File: src/rtl/python_pkg.sv
// Shared definitions for the PYTHON sensor trigger path: sync codes and the
// frame-trigger state encoding.
package python_pkg;

    localparam logic [7:0] FS = 8'hAA;
    localparam logic [7:0] FE = 8'hBA;
    localparam logic [7:0] LS = 8'h2A;
    localparam logic [7:0] LE = 8'h4A;
    localparam logic [7:0] WN = 8'h00;
    localparam logic [7:0] IM = 8'h35;
    localparam logic [7:0] BL = 8'h15;
    localparam logic [7:0] CS = 8'h59;
    localparam logic [7:0] TR = 8'hE9;

    typedef enum logic [1:0] {
        IDLE    = 2'd0,
        TRIG    = 2'd1,
        WAIT_FS = 2'd2,
        WAIT_FE = 2'd3
    } trig_state_t;

    function automatic logic is_active(input trig_state_t s);
        return (s != IDLE);
    endfunction

endpackage

File: src/rtl/trig_period_timer.sv
// Free-running period counter; tick is asserted in every cycle the counter
// sits at zero while triggering is enabled.
module trig_period_timer #(
    parameter int PERIOD_W = 32
) (
    input  logic                c,
    input  logic                r_n,
    input  logic                en,
    input  logic [PERIOD_W-1:0] period,
    output logic                tick
);

    localparam logic [PERIOD_W-1:0] PZERO = {PERIOD_W{1'b0}};
    localparam logic [PERIOD_W-1:0] PONE  = {{(PERIOD_W-1){1'b0}}, 1'b1};

    logic [PERIOD_W-1:0] pc_q;
    logic [PERIOD_W-1:0] pc_d;
    logic                run_s;

    // Next count; >= rather than == so a period shrunk mid-count still wraps
    always_comb begin
        run_s = en && (period != PZERO);
        pc_d  = pc_q;
        if (!run_s) begin
            pc_d = PZERO;
        end else if (pc_q >= (period - PONE)) begin
            pc_d = PZERO;
        end else begin
            pc_d = pc_q + PONE;
        end
        tick = run_s && (pc_q == PZERO);
    end

    // Counter register
    always_ff @(posedge c or negedge r_n) begin
        if (!r_n) begin
            pc_q <= PZERO;
        end else begin
            pc_q <= pc_d;
        end
    end

endmodule

File: src/rtl/python_trigger_sequencer.sv
// Frame-trigger controller: issues periodic sensor triggers and follows the
// FS/FE sync stream to confirm, time out, or count skipped frames.
module python_trigger_sequencer
    import python_pkg::*;
#(
    parameter int PERIOD_W = 32,
    parameter int TRIG_W   = 16,
    parameter int CNT_W    = 16
) (
    input  logic                c,
    input  logic                r_n,
    input  logic                en,
    input  logic [PERIOD_W-1:0] period,
    input  logic [TRIG_W-1:0]   trig_len,
    input  logic [PERIOD_W-1:0] timeout,
    input  logic [7:0]          sync,
    output logic                trigger,
    output logic                busy,
    output logic                frame_done,
    output logic                timeout_err,
    output logic [CNT_W-1:0]    frame_cnt,
    output logic [CNT_W-1:0]    overrun_cnt
);

    localparam logic [PERIOD_W-1:0] PZERO = {PERIOD_W{1'b0}};
    localparam logic [PERIOD_W-1:0] PONE  = {{(PERIOD_W-1){1'b0}}, 1'b1};
    localparam logic [TRIG_W-1:0]   TZERO = {TRIG_W{1'b0}};
    localparam logic [TRIG_W-1:0]   TONE  = {{(TRIG_W-1){1'b0}}, 1'b1};
    localparam logic [CNT_W-1:0]    CZERO = {CNT_W{1'b0}};
    localparam logic [CNT_W-1:0]    CONE  = {{(CNT_W-1){1'b0}}, 1'b1};

    logic                tick_s;
    logic [7:0]          sync_q;
    trig_state_t         state_q,       state_d;
    logic [TRIG_W-1:0]   trig_cnt_q,    trig_cnt_d;
    logic [PERIOD_W-1:0] to_cnt_q,      to_cnt_d;
    logic [PERIOD_W-1:0] to_lim_q,      to_lim_d;
    logic                trigger_q,     trigger_d;
    logic                busy_q,        busy_d;
    logic                frame_done_q,  frame_done_d;
    logic                timeout_err_q, timeout_err_d;
    logic [CNT_W-1:0]    frame_cnt_q,   frame_cnt_d;
    logic [CNT_W-1:0]    overrun_cnt_q, overrun_cnt_d;
    logic [PERIOD_W-1:0] to_next_s;
    logic                to_hit_s;

    trig_period_timer #(
        .PERIOD_W (PERIOD_W)
    ) u_timer (
        .c      (c),
        .r_n    (r_n),
        .en     (en),
        .period (period),
        .tick   (tick_s)
    );

    // Next-state logic. The timeout test looks one count ahead so the abort
    // lands exactly timeout cycles after trigger rises.
    always_comb begin
        state_d       = state_q;
        trig_cnt_d    = trig_cnt_q;
        to_cnt_d      = to_cnt_q;
        to_lim_d      = to_lim_q;
        trigger_d     = trigger_q;
        busy_d        = 1'b0;
        frame_done_d  = 1'b0;
        timeout_err_d = 1'b0;
        frame_cnt_d   = frame_cnt_q;
        overrun_cnt_d = overrun_cnt_q;
        to_next_s     = to_cnt_q + PONE;
        to_hit_s      = (to_lim_q != PZERO) && (to_next_s == to_lim_q);

        if (tick_s && is_active(state_q)) begin
            overrun_cnt_d = overrun_cnt_q + CONE;
        end else begin
            overrun_cnt_d = overrun_cnt_q;
        end

        case (state_q)
            IDLE: begin
                trigger_d = 1'b0;
                if (tick_s) begin
                    state_d    = TRIG;
                    trigger_d  = 1'b1;
                    trig_cnt_d = (trig_len == TZERO) ? TZERO : (trig_len - TONE);
                    to_cnt_d   = PZERO;
                    to_lim_d   = timeout;
                end else begin
                    state_d = IDLE;
                end
            end
            TRIG: begin
                to_cnt_d = to_next_s;
                if (to_hit_s) begin
                    state_d       = IDLE;
                    trigger_d     = 1'b0;
                    timeout_err_d = 1'b1;
                end else if (trig_cnt_q == TZERO) begin
                    state_d   = WAIT_FS;
                    trigger_d = 1'b0;
                end else begin
                    trig_cnt_d = trig_cnt_q - TONE;
                end
            end
            WAIT_FS: begin
                to_cnt_d = to_next_s;
                if (to_hit_s) begin
                    state_d       = IDLE;
                    timeout_err_d = 1'b1;
                end else if (sync_q == FS) begin
                    state_d = WAIT_FE;
                end else begin
                    state_d = WAIT_FS;
                end
            end
            WAIT_FE: begin
                to_cnt_d = to_next_s;
                // FE beats a timeout that expires in the same cycle
                if (sync_q == FE) begin
                    state_d      = IDLE;
                    frame_done_d = 1'b1;
                    frame_cnt_d  = frame_cnt_q + CONE;
                end else if (to_hit_s) begin
                    state_d       = IDLE;
                    timeout_err_d = 1'b1;
                end else begin
                    state_d = WAIT_FE;
                end
            end
            default: begin
                state_d   = IDLE;
                trigger_d = 1'b0;
            end
        endcase

        busy_d = is_active(state_d);
    end

    // State, counters and registered outputs
    always_ff @(posedge c or negedge r_n) begin
        if (!r_n) begin
            sync_q        <= BL;
            state_q       <= IDLE;
            trig_cnt_q    <= TZERO;
            to_cnt_q      <= PZERO;
            to_lim_q      <= PZERO;
            trigger_q     <= 1'b0;
            busy_q        <= 1'b0;
            frame_done_q  <= 1'b0;
            timeout_err_q <= 1'b0;
            frame_cnt_q   <= CZERO;
            overrun_cnt_q <= CZERO;
        end else begin
            sync_q        <= sync;
            state_q       <= state_d;
            trig_cnt_q    <= trig_cnt_d;
            to_cnt_q      <= to_cnt_d;
            to_lim_q      <= to_lim_d;
            trigger_q     <= trigger_d;
            busy_q        <= busy_d;
            frame_done_q  <= frame_done_d;
            timeout_err_q <= timeout_err_d;
            frame_cnt_q   <= frame_cnt_d;
            overrun_cnt_q <= overrun_cnt_d;
        end
    end

    assign trigger     = trigger_q;
    assign busy        = busy_q;
    assign frame_done  = frame_done_q;
    assign timeout_err = timeout_err_q;
    assign frame_cnt   = frame_cnt_q;
    assign overrun_cnt = overrun_cnt_q;

endmodule

File: config.mk
export PLATFORM = sky130hd
export DESIGN_NAME = python_trigger_sequencer
export DESIGN_NICKNAME = d
export VERILOG_FILES = /design/src/rtl/python_pkg.sv /design/src/rtl/trig_period_timer.sv /design/src/rtl/python_trigger_sequencer.sv
export SDC_FILE = /design/constraint.sdc
export NUM_CORES = 1
export LEC_CHECK = 0
export CORE_ASPECT_RATIO = 2
export CORE_UTILIZATION = 60
export DETAILED_ROUTE_END_ITERATION = 6
export GPL_TIMING_DRIVEN = 1
export PLACE_DENSITY = 0.95
export SYNTH_ARGS = -nofsm -noshare
export SYNTH_HDL_FRONTEND = slang
export SYNTH_SLANG_ARGS = --single-unit
export TNS_END_PERCENT = 1
File: constraint.sdc
create_clock -name c -period 6.23 [get_ports c]
set_input_delay 0.623 -clock c [delete_from_list [all_inputs] [get_ports c]]
set_output_delay 0.623 -clock c [all_outputs]
set_load 0.1 [all_outputs]
Yosys cells after proc, flatten, opt, wreduce, memory -nomap -nowiden
Index checks and enable logic that the tools add are counted.
{ "op_classes": {"addsub": 7, "order_cmp": 1, "eq_ne": 10, "mux": 26, "n_reduce_logical": 19} }
{ "op_table": {"columns": ["cell", "n"], "rows": [
  ["32-bit 2-to-1 mux", 3],
  ["32-bit by 1-bit adder with 32-bit output (second input constant)", 2],
  ["16-bit 2-to-1 mux", 4],
  ["32-bit one-hot mux with 2 select lines", 1],
  ["32-bit nonzero test", 2],
  ["16-bit by 1-bit adder with 16-bit output (second input constant)", 2],
  ["32-bit == test", 1],
  ["32-bit >= comparator", 1],
  ["16-bit zero test", 2],
  ["32-bit zero test", 1],
  ["16-bit one-hot mux with 2 select lines", 1],
  ["16-bit by 1-bit subtractor with 16-bit output (second input constant)", 2],
  ["32-bit by 1-bit subtractor with 32-bit output (second input constant)", 1],
  ["8-bit == test (second input constant)", 2],
  ["2-bit 2-to-1 mux", 5],
  ["1-bit 2-to-1 mux", 9],
  ["2-bit one-hot mux with 4 select lines", 1],
  ["2-bit != test (second input constant)", 3],
  ["2-bit AND reduction", 3],
  ["2-bit nonzero test", 3],
  ["2-bit == test (second input constant)", 2],
  ["1-bit logical AND", 4],
  ["1-bit one-hot mux with 2 select lines", 2],
  ["4-bit AND reduction", 1],
  ["other kinds (5)", 5]
]} }
{ "word_totals": {"register_bits": 158, "in_bits": 91} }

Longest topological paths before layout
Gate-level depths: netlist of the first run.
{ "logic_depth": {"word_depth": 7, "ltp_mapped": 18} }

By module
Synthesis of the first run repeated with hierarchy kept, for this count alone.
{ "hier_totals": {"hier_cells": 1119, "hier_area_um2": 10387.5} }
{ "modules_own_cells": {"columns": ["module", "n_inst", "cells_each", "area_per_inst_um2", "seq_area_each_um2"], "rows": [
  ["python_trigger_sequencer", 1, 748, 7337.0, 3156.8],
  ["trig_period_timer", 1, 371, 3050.4, 800.8]
]} }

Worst setup path after synthesis of the first run
No wires, ideal clock.
{ "synth_timing": {"kind": "in2reg", "from": "input period[5]", "to": "register u_timer.pc_q[16]", "setup_ns": 0.101, "arrival_ns": 4.313, "t_required_ns": 6.129, "path_slack_ns": 1.816, "cell_stages": 16, "path_buffers": 1, "cell_sequence": "or4_1 nand4b_1 or3_1 nor4_1 nand2b_1 nor4_1 xnor2_1 ha_1 a21o_1 a21o_1 a21oi_1 o21ai_0 a22o_1 a41o_1 clkbuf_1 nor4_1"} }
{ "synth_between": {"elab_chain_len": 4, "word_cells_on_any_way": 6} }
{ "synth_rtl": {"columns": ["item", "line", "text"], "rows": [
  ["start: declaration", "python_trigger_sequencer.sv:13", "input logic [PERIOD_W-1:0] period,"],
  ["32-bit by 1-bit subtractor with 32-bit output", "trig_period_timer.sv:26", "end else if (pc_q >= (period - PONE)) begin"],
  ["32-bit >= comparator", "trig_period_timer.sv:26", null],
  ["32-bit 2-to-1 mux", "trig_period_timer.sv:26", null],
  ["32-bit 2-to-1 mux *", "trig_period_timer.sv:24", "if (!run_s) begin"],
  ["named net u_timer.pc_d[16]", "trig_period_timer.sv:17", "logic [PERIOD_W-1:0] pc_d;"],
  ["end signal: assignment", "trig_period_timer.sv:39", "pc_q <= pc_d;"],
  ["end: declaration", "trig_period_timer.sv:16", "logic [PERIOD_W-1:0] pc_q;"]
]} }
The timed path passes the listed nets; every way through them passes the cells marked *.
A chain may end at the register's enable or synchronous reset.

Worst setup path in the final report of the first run
{ "layout_timing": {"from": "input period[5]", "to": "register u_timer.pc_q[26]"} }
Same word-level chain as after synthesis.

==> results of run 1 <==
==> Yosys cell counts (all sizes together) (6+ instances only) <==
cell      n  area (um2)
dfrtp   155        3880
nand2   104         390
xnor2    97         850
nor2     88         335
nor4     62         388
o21ai    61         309
nand3    53         270
xor2     48         420
ha       44         551
nor3     42         221
mux2     35         398
clkbuf   33         124
nand4    28         203
inv      27         101
a21oi    26         134
o31ai    20         150
and3     18         113
buf      18         108
a31oi    17         106
and4     15         131
or3      14        87.6
a21o     12        90.1
nand2b   12        75.1
o22ai     8        50.1
or4       7        56.3
and2      6        37.5
nor2b     6        37.5
o32a      6        60.1
==> path summary, 6_finish.rpt <==
path / start / end / slack [ns] / cells after the start
max: period[5] / u_timer.pc_q[26] / 0.83 / 18
min: r_n / to_lim_q[11] / 0.30 / 1
max reg2reg: to_cnt_q[0] / trig_cnt_q[1] / 1.99 / 10
min reg2reg: overrun_cnt[15] / overrun_cnt[15] / 0.47 / 1
max in group asynchronous: r_n / frame_done / 4.66 / 2
min in group c: overrun_cnt[15] / overrun_cnt[15] / 0.47 / 1
==> power by group through the flow <==
stage,clock network [mW],logic [mW],registers (mW)
finish,0.994,0.842,1.36
global route,1.04,0.910,1.38
CTS,0.996,0.834,1.35
detailed placement,0,0.825,1.37
global placement,0,0.800,1.36
floorplan,0,0.503,1.40
==> layout make-up <==
| type | instances | share of cell area, % |
|---|---|---|
| clock inverter | 11 | 0.904 |
| sequential | 158 | 32.1 |
| tap | 207 | 2.10 |
| timing repair buffer | 134 | 10.7 |
| multi-input combinational | 899 | 49.7 |
| inverter | 27 | 0.823 |
| clock buffer | 20 | 3.55 |
==> critical path, stage by stage <==
cell,delay [ns]
clkdlybuf4s50_1,0.48
or4_1,0.62
nand4b_1,0.31
or3_1,0.42
nor4_1,0.33
nand2b_1,0.23
nor3_1,0.30
nand2b_1,0.14
nor2_1,0.13
xnor2_1,0.14
ha_1,0.26
nor2b_1,0.13
o21ai_0,0.17
nand2b_1,0.08
a21oi_1,0.15
nor2b_1,0.06
o21a_1,0.56
nor4_1,0.54
==> cell families (layout without fill, tap and decap cells) <==
| family | Yosys count | count (layout) |
|---|---|---|
| simple gates | 478 | 478 |
| compound gates | 195 | 195 |
| mux | 36 | 36 |
| fa+ha+maj | 44 | 44 |
| flops | 158 | 158 |
| buf+inv | 78 | 192 |
| xor+xnor | 146 | 146 |
==> routing by layer <==
metal  track usage [%]  vias up  wire length [um]
met3              5.89      175              1630
met4              24.2        0              2180
met2              62.1      523             15900
li1                  -     4367                 -
met1              35.9     4726             10100
met5                 0        -                 0
==> through the flow <==
| step | utilization (%) | instance area [um2] |
|---|---|---|
| final | 73.1 | 12300 |
| after global routing | 73.1 | 12300 |
| after CTS | 73.1 | 12300 |
| after detailed placement | 69.8 | 11800 |
| after global placement | 69.8 | 11800 |
| after floorplan | - | 10400 |
==> sequential cells by signal, indices dropped and copies added, names as in the netlist <==
register and flops:
u_timer.pc_q 32, frame_cnt 16, sync_q 8, busy 1
frame_done 1, to_lim_q 32, timeout_err 1, trigger 1
trig_cnt_q 16, to_cnt_q 32, state_q 2, overrun_cnt 16
==> results.cfg, run 1 <==
[placed_design]
pre_cts_slack_ns = 0.541
gp_congestion = 1.02
dp_hpwl_um = 21400
dp_cells = 1425
port_buffers = 126

[cells_and_area]
fin_cells = 1456
multiInputGateArea_mm2 = 0.00612
syn_to_final_growth_pct = 18.3
diodes = 0
register_area_mm2 = 0.00396
fillers = 1156
final_cell_mix = dfrtp_1, clkdlybuf4s50_1, nand2_1
mostFrequentLayoutCell = dfrtp_1
nets = 1372
drive_gt1_share_pct = 8.17

[floorplan]
rows = 67
start_util_pct = 61.8
ios = 127
die_area_mm2 = 0.0179
core_area_mm2 = 0.0168
die_width_um = 95.1
die_y_um = 188

[cts]
cts_made_buffers = 17
ctsHtreeMaxLevel = 4
post_cts_buffers = 0
cts.sinks = 158
clk_pin_slew_ns = 0.06
clk_latency_ns = 0.45
cts_tree = built
clockRootBuffer = clkbuf_16
clockBufferDepth = 2
ctsHoldBuffers = 0
cts_resized = 0

[setup_path]
critPathMaxFanout = 32
arrival_ns = 5.70
startpoint_type = input port
required_ns = 6.53
worstSetupPathType = in -> reg
endpoint_kind = register

[power]
pwr_density_cell_mw_per_mm2 = 260
ir_drop_mv = 0.185
power_switching_mw = 1.10
swShare_pct = 34.4
p_int_mw = 2.10
power_mw = 3.20
p_leak_nw = 5.02
seqPwrFrac_pct = 42.6
clock_power_share_pct = 31.1
pwr-share-comb_pct = 26.3

[routing]
wirelength_um = 29800
ant_nets = 0
vias_per_cell = 6.72
drc_errors = 0
wl_per_cell_um = 20.5
drt_iter0_drc = 727
vias = 9791
firstDrtPassIters = 6

[global_routing]
grt_pass1_vias = 9981
grt_pass1_wl_um = 48300
track_usage_pct = 34.9
antenna_found_initial = 0
grt_overflow = 0
grt_max_degree = 106

[timing]
slew_violations = 0
layout_setup_ws_ns = 0.830
tightest_slew_ns = 1.16
hold-worst-slack_ns = 0.305
finalSetupTns_ns = 0
post-route-period-util_pct = 86.7
rsz0062_at_grt = no
finClkSkew_ns = 0.0156
min_period_ns = 5.40
relSlewSlack_pct = 22.9
fmax_mhz = 185
final_hold_viol_count = 0
setup_violations = 0

[logic_synthesis]
synth_xor_area_share_pct = 12.4
synth_edf_count = 0
ys_seq_area_share_pct = 38.0
avgSynthCellArea_um2 = 9.17
yosysWarningCount = 0
synth_simple_gate_area_share_pct = 24.3
synth.area.mux_share_pct = 3.92
synth_ff_type = dfrtp_1
postSynthCellCount = 1135
synth_top_family_by_area = simple AND/OR/NAND/NOR gates
ys_ff_latch = 158
synthAdderAreaFrac_pct = 5.29
synth_area_mm2 = 0.0104
syn_nets = 1270
synth_compound_area_share_pct = 12.8
synth_cell_types = 78
synthArstFlopShare_pct = 100

[job]
drv_cap = 0

[outcome]
status = completed

[hold_path]
min-delay-path-class = in -> async
(Power assumes the default switching activity.)
==> run 2: changes to the inputs <==
--- a/config.mk
+++ b/config.mk
@@ -9,6 +9,7 @@
 export CORE_UTILIZATION = 60
 export DETAILED_ROUTE_END_ITERATION = 6
 export GPL_TIMING_DRIVEN = 1
+export MAX_ROUTING_LAYER = met4
 export PLACE_DENSITY = 0.95
 export SYNTH_ARGS = -nofsm -noshare
 export SYNTH_HDL_FRONTEND = slang
==> results.cfg, run 2 (same netlist as run 1, synthesis figures left out) <==
[outcome]
status = completed

[cts]
clk_latency_ns = 0.45
cts_made_buffers = 17
clockBufferDepth = 2
clk_pin_slew_ns = 0.07
ctsHoldBuffers = 0
ctsHtreeMaxLevel = 4
cts.sinks = 158
cts_resized = 0
clockRootBuffer = clkbuf_16
cts_tree = built
post_cts_buffers = 0

[timing]
final_hold_viol_count = 0
slew_violations = 0
min_period_ns = 5.45
relSlewSlack_pct = 22.4
fmax_mhz = 183
rsz0062_at_grt = no
layout_setup_ws_ns = 0.779
hold-worst-slack_ns = 0.268
finClkSkew_ns = 0.0173
finalSetupTns_ns = 0
tightest_slew_ns = 1.16
setup_violations = 0
post-route-period-util_pct = 87.5

[power]
pwr-share-comb_pct = 26.0
pwr_density_cell_mw_per_mm2 = 263
clock_power_share_pct = 32.1
seqPwrFrac_pct = 41.9
power_mw = 3.24
ir_drop_mv = 0.159
p_int_mw = 2.13
p_leak_nw = 5.04
swShare_pct = 34.3
power_switching_mw = 1.11

[setup_path]
endpoint = u_timer.pc_q[12]
critPathMaxFanout = 32
r2r_start = to_cnt_q[3]
required_ns = 6.54
setup.worst_path.start = period[5]
worstSetupPathType = in -> reg
startpoint_type = input port
rr_worst_depth = 9
arrival_ns = 5.76
rrSetupSlack_ns = 1.87
rr_endpoint = trig_cnt_q[1]
endpoint_kind = register

[routing]
vias_per_cell = 6.69
drt_iter0_drc = 692
wirelength_um = 29800
wl_per_cell_um = 20.5
firstDrtPassIters = 6
ant_nets = 0
drc_errors = 0
vias = 9744

[cells_and_area]
mostFrequentLayoutCell = dfrtp_1
nets = 1372
final_cell_mix = dfrtp_1, clkdlybuf4s50_1, nand2_1
syn_to_final_growth_pct = 18.6
drive_gt1_share_pct = 8.40
diodes = 0
design_area_mm2 = 0.0123
biggestRegsByFlops = to_cnt_q x32, to_lim_q x32, u_timer.pc_q x32
fillers = 1116

[floorplan]
die_y_um = 188
die_area_mm2 = 0.0179
rows = 67
die_width_um = 95.1
core_area_mm2 = 0.0168
ios = 127
start_util_pct = 61.8

[placed_design]
place_area_mm2 = 0.0118
dp_hpwl_um = 21600
port_buffers = 126
gp_congestion = 1.04
pre_cts_slack_ns = 0.502

[global_routing]
grt_pass1_wl_um = 48200
track_usage_pct = 35.8
use_met2_pct = 60.5
grt_overflow = 0
use_met3_pct = 5.81
top_usage_layer = met2
use_met1_pct = 35.5
antenna_found_initial = 0
grt_pass1_vias = 10000
grt_max_degree = 98

[hold_path]
min-delay-path-class = in -> async

[job]
drv_cap = 0
run 2: cell types whose count changed in the layout (fill, tap and decap cells not counted), sizes merged:
cell      change
inv           +3
clkinvlp      -2
run 2: power by group through the flow:
stage               Sequential (mW)  Combinational (mW)  Clock, mW
floorplan                      1.40               0.503          0
global placement               1.36               0.800          0
detailed placement             1.37               0.825          0
CTS                            1.35               0.836       1.04
global route                   1.38               0.913       1.08
finish                         1.36               0.844       1.04
run 2: worst min-delay path by stage:
| stage | start | to | slack [ns] | cells past startpoint |
|---|---|---|---|---|
| finish | r_n | to_lim_q[11] | 0.27 | 1 |
| detailed placement | frame_cnt[15] | frame_cnt[15] | 0.46 | 1 |
| CTS | r_n | to_lim_q[11] | 0.31 | 1 |
| global route | r_n | to_lim_q[5] | 0.35 | 1 |
| global placement | overrun_cnt[15] | overrun_cnt[15] | 0.46 | 1 |
| floorplan | r_n | busy | 0.33 | 0 |
run 2: layer usage:
layer | share of wire [%] | wire length (um)
met1 | 34 | 10000
met2 | 53 | 15700
met3 | 5.7 | 1710
met4 | 8.2 | 2430
met5 | 0 | 0
run 2: layout make-up:
class / instances / area (um2) / share of cell area [%]
Timing Repair Buffer: 134 / 1320 / 10.7
Clock buffer: 20 / 457 / 3.70
Sequential cell: 158 / 3960 / 32.1
Multi-Input combinational cell: 899 / 6120 / 49.6
Tap cell: 207 / 259 / 2.10
Inverter: 27 / 101 / 0.821
Clock inverter: 12 / 125 / 1.01
run 2: critical path, cell delays in order:
cell and delay [ns]:
clkdlybuf4s50_1 0.49, or4_1 0.63, nand4b_1 0.30, or3_1 0.40, nor4_1 0.35, nand2b_1 0.21, nor3_1 0.29, nand2b_1 0.15
nor2_1 0.15, xnor2_1 0.14, ha_1 0.26, nor2b_1 0.13, o21ai_0 0.18, nand2b_1 0.08, a21oi_1 0.18, nor2b_1 0.07
o21a_1 0.57, nor4_1 0.52
run 2: metrics by stage:
stage,util (%),instances
after floorplan,-,1135
after global placement,69.8,1425
after detailed placement,69.8,1425
after CTS,73.3,1457
after global routing,73.3,1457
final,73.3,1457
